**src/rtl/round_nearest_even_pkg.sv**
```systemverilog
// Shared fixed-point adder definitions: default significand width and the
// rounding-decision encoding of the {Round,Sticky} bit pair.
package round_nearest_even_pkg;

    localparam int RNE_DEFAULT_W = 25;

    typedef enum logic [1:0] {
        EXACT      = 2'b00,
        BELOW_HALF = 2'b01,
        TIE        = 2'b10,
        ABOVE_HALF = 2'b11
    } rs_code_e;

endpackage

```
**src/rtl/round_ne_core.sv**
```systemverilog
// Combinational round-to-nearest-even: turns a truncated magnitude plus its
// Round/Sticky bits into an N+1-bit rounded sum and an inexact flag.
module round_ne_core
    import round_nearest_even_pkg::*;
#(
    parameter int N = RNE_DEFAULT_W
) (
    input  logic [N-1:0] In,
    input  logic         Round,
    input  logic         Sticky,
    output logic [N:0]   Sum,
    output logic         Inexact
);

    rs_code_e rs;
    logic     inc;

    always_comb begin
        rs  = rs_code_e'({Round, Sticky});
        inc = 1'b0;
        unique case (rs)
            EXACT:      inc = 1'b0;
            BELOW_HALF: inc = 1'b0;
            // Exact half: move only if that lands on an even LSB.
            TIE:        inc = In[0];
            ABOVE_HALF: inc = 1'b1;
            default:    inc = 1'b0;
        endcase
    end

    assign Sum     = {1'b0, In} + {{N{1'b0}}, inc};
    assign Inexact = Round | Sticky;

endmodule

```
**src/rtl/round_nearest_even.sv**
```systemverilog
// Registered rounding stage: one result per valid operand, one cycle later.
// Results hold across idle cycles; only OutValid drops.
module round_nearest_even
    import round_nearest_even_pkg::*;
#(
    parameter int N = RNE_DEFAULT_W
) (
    input  logic         Clock,
    input  logic         Reset,
    input  logic [N-1:0] In,
    input  logic         Round,
    input  logic         Sticky,
    input  logic         InValid,
    output logic [N-1:0] Out,
    output logic         OutValid,
    output logic         Overflow,
    output logic         Inexact
);

    logic [N:0]   sum;
    logic         inexact;

    logic [N-1:0] out_d, out_q;
    logic         ovf_d, ovf_q;
    logic         inx_d, inx_q;
    logic         vld_d, vld_q;

    round_ne_core #(.N(N)) u_core (
        .In      (In),
        .Round   (Round),
        .Sticky  (Sticky),
        .Sum     (sum),
        .Inexact (inexact)
    );

    always_comb begin
        out_d = out_q;
        ovf_d = ovf_q;
        inx_d = inx_q;
        vld_d = InValid;
        if (InValid) begin
            // Carry out of the top bit leaves the magnitude wrapped to zero.
            out_d = sum[N-1:0];
            ovf_d = sum[N];
            inx_d = inexact;
        end
    end

    always_ff @(posedge Clock) begin
        if (Reset) begin
            out_q <= '0;
            ovf_q <= 1'b0;
            inx_q <= 1'b0;
            vld_q <= 1'b0;
        end else begin
            out_q <= out_d;
            ovf_q <= ovf_d;
            inx_q <= inx_d;
            vld_q <= vld_d;
        end
    end

    assign Out      = out_q;
    assign Overflow = ovf_q;
    assign Inexact  = inx_q;
    assign OutValid = vld_q;

endmodule

```
**config.mk**
```make
export PLATFORM = sky130hd
export DESIGN_NAME = round_nearest_even
export DESIGN_NICKNAME = d
export VERILOG_FILES = /design/src/rtl/round_nearest_even_pkg.sv /design/src/rtl/round_ne_core.sv /design/src/rtl/round_nearest_even.sv
export SDC_FILE = /design/constraint.sdc
export NUM_CORES = 1
export LEC_CHECK = 0
export BUFFER_PORTS_ARGS = -buffer_cell sky130_fd_sc_hd__buf_2
export CORE_ASPECT_RATIO = 2
export CORE_MARGIN = 2
export CORE_UTILIZATION = 43
export CTS_CLUSTER_SIZE = 20
export DETAILED_ROUTE_END_ITERATION = 12
export PLACE_DENSITY = 0.72
export REMOVE_ABC_BUFFERS = 1
export SETUP_SLACK_MARGIN = 0.3
export SLEW_MARGIN = 20
export SYNTH_ARGS = -nofsm -noshare
export SYNTH_HDL_FRONTEND = slang
export SYNTH_SLANG_ARGS = --single-unit
```
**constraint.sdc**
```tcl
create_clock -name Clock -period 1.7 [get_ports Clock]
set_clock_uncertainty 0.15 [all_clocks]
set_input_delay 0.085 -clock Clock [delete_from_list [all_inputs] [get_ports Clock]]
set_output_delay 0.085 -clock Clock [all_outputs]
set_load 0.01 [all_outputs]
```
==> run summary <==
FMAX: 613 MHz
status: finished clean
DR DRC count: 0
most common cell after layout, fill and taps aside: buf_2
reg2reg path depth: 2
CP delay by family, top: simple AND/OR/NAND/NOR gates
largest net degree at the start of global routing: 29
sequential area share after synthesis: 38.0%
Req. time, crit path: 1.75 ns
layout cell share with drive strength beyond 1: 39.1%
GRT Overall Usage: 22.3%
R2R Setup Slk: 0.81 ns
worst r2r src: Out[17]
via count: 1699
CP cell instances: buf_8, o21a_1, ha_4, ha_4, and2_4, nand4_1, or4_1, a311oi_2
GRT overflow: 0
fin cells: 298
Setup Crit Path Kind: input pin to flip-flop
LEAKAGE: 0.986 nW
vias in the first global route: 1569
post-synth top area share: 38.0%
final WL: 4430 um
die area: 3940 um^2
worst setup path startpoint: In[0]
Final setup violation count: 0
Final Cycle Share: 95.9%
syn avg cell area: 8.42 um^2
CP endpoint: Out[22]
I/O Buffers: 57
gpl congestion: 0.801
Top cell by count, worst path: ha_4
number of max-cap violations: 0
CP Capture Type: flip-flop
Slew HR: 62.8%
root cell of the clock tree: clkbuf_8
Post-Place Cells: 269
cells after synthesis: 175
Routed Antenna Nets: 0
clk sink count: 28
setup TNS: 0 ns
WP depth: 8
CTS tree: built
Worst setup SP type: input pin
Ant. Diodes: 0
power density cells: 685 nW/um^2
DR iter-0 viols: 37
vias per cell: 5.70
final hold violations: 0
hold path cells: 3
TritonCTS Buffers: 3
worst skew pair latency: 0.28 ns
FF-to-FF End: Out[17]
initial core utilization: 44.1%
Slowest cell on crit path: or4_1
initial antenna violation count: 0
Routed wire per std cell: 14.9 um
io pins: 58
detailed-placement wirelength estimate: 2790 um
Crit Path Max Fanout: 3
fillers: 281
area grow syn2layout: 57.0%
number of nets in the layout: 299
1st-pass router iterations: 4
register bit total from synthesis: 28
top cells by area, synth: dfxtp_1 (38%), a211oi_1 (6.6%), nor2_1 (6.6%)
post-layout min period: 1.63 ns
clk buf depth: 2
max incr delay on CP: 0.51 ns
H-Tree Depth: 1
FP Rows: 30
cell taking the most area after synthesis: dfxtp_1
count of warnings emitted by yosys: 0
die width: 45.4 um
Max rail drop VDD: 514 uV
Worst Path Arrival: 1.68 ns
Core ar.: 3340 um^2
hold slack: 0.00587 ns
die height: 86.8 um
Worst Hold Class: input pin to flip-flop
Crit path buffers/inverters: 1
commonest non-fill, non-tap cells in the layout: buf_2 (54), dfxtp_1 (28), nor2_1 (26), buf_4 (23), dlygate4sd3_1 (15)
Worst Tran Pin Value: 0.557 ns
Clock transition at path regs: 0.10 ns
first-pass GRT wire length: 6690 um
Post-Syn Area: 1470 um^2
post-synthesis cell type count: 31
Slew Viols, Final: 0
RSZ-0062 raised after global routing: true
## worst min-delay path, delay by kind of cell
kind / cells / cell delay [ns]
AO/OA/AOI/OAI: 1 / 0.07
XOR/XNOR: 1 / 0.13
buffers and inverters: 1 / 0.11
## sequential cells by signal (all words and copies together) (netlist names)
register	cells
Out	25
Inexact	1
OutValid	1
Overflow	1
## power by group
| part | switching [mW] | total (mW) | leakage (nW) | internal (mW) |
|---|---|---|---|---|
| Clock | 0.220 | 0.536 | 0.0357 | 0.316 |
| Sequential | 0.0216 | 0.722 | 0.233 | 0.701 |
| Combinational | 0.168 | 0.328 | 0.717 | 0.161 |
| Total | 0.409 | 1.59 | 0.986 | 1.18 |
## final cells by class
type | count | area, um^2 | area share, %
flip-flops and latches | 28 | 561 | 24.2
clock inverters | 1 | 30.0 | 1.30
inverters | 2 | 7.51 | 0.324
clock buffers | 3 | 41.3 | 1.78
multi-input cells | 131 | 920 | 39.7
repair buffers | 101 | 716 | 30.9
well taps | 32 | 40.0 | 1.73
## cells by family after synthesis
| group | after synthesis | synth area share (%) |
|---|---|---|
| AOI/OAI and AO/OA | 37 | 18.6 |
| xor gates and xnor gates | 11 | 6.54 |
| adders and majority gates | 2 | 1.70 |
| buffers and inverters | 16 | 4.92 |
| DFF | 28 | 38.0 |
| muxes | 3 | 2.04 |
| and+or+nand+nor | 78 | 28.2 |
## per-layer routing
metal  wire length, um  global-route usage [%]
met5                 0                       0
met4               129                    13.9
met3               172                    3.33
met2              2450                    38.5
met1              1670                    23.7
## synthesized netlist by cell type (all sizes together)
master	instances
a211oi	13
a21oi	1
a311oi	11
and2	3
and3	3
and4	3
buf	6
clkbuf	8
dfxtp	28
ha	2
inv	2
mux2i	3
nand2	11
nand2b	1
nand3	7
nand4	8
nor2	26
nor2b	1
nor3	1
nor4	1
o21a	1
o21ai	6
o31ai	5
or3	7
or4	6
xnor2	3
xor2	8
## what timing repair did
action,4_1_cts,5_1_grt
endpoints found under the setup margin,16,17
hold buffers,15,0
pin swaps,21,16
endpoints found under the hold margin,15,0
resized for setup,16,10
buffers inserted,7,3
## stage by stage
step | utilization, % | power [mW] | instance area (um^2) | setup WS, ns
after CTS | 67.2 | 1.57 | 2240 | 0.0446
final | 69.3 | 1.59 | 2310 | 0.0700
after global placement | 56.6 | 1.00 | 1890 | -0.301
after detailed placement | 56.6 | 1.00 | 1890 | -0.388
after floorplan | - | 0.845 | 1410 | -0.141
after global routing | 69.3 | 1.66 | 2310 | 0.0161
## worst min-delay path by stage
stage	end	startpoint	slack, ns
floorplan	Overflow	Reset	0.004
global placement	Out[16]	In[16]	0.24
detailed placement	Out[19]	In[19]	0.24
CTS	Out[6]	In[6]	0.006
global route	Out[12]	In[12]	0.03
finish	Out[6]	In[6]	0.006
Note: power is estimated with default switching activity, not from simulation.
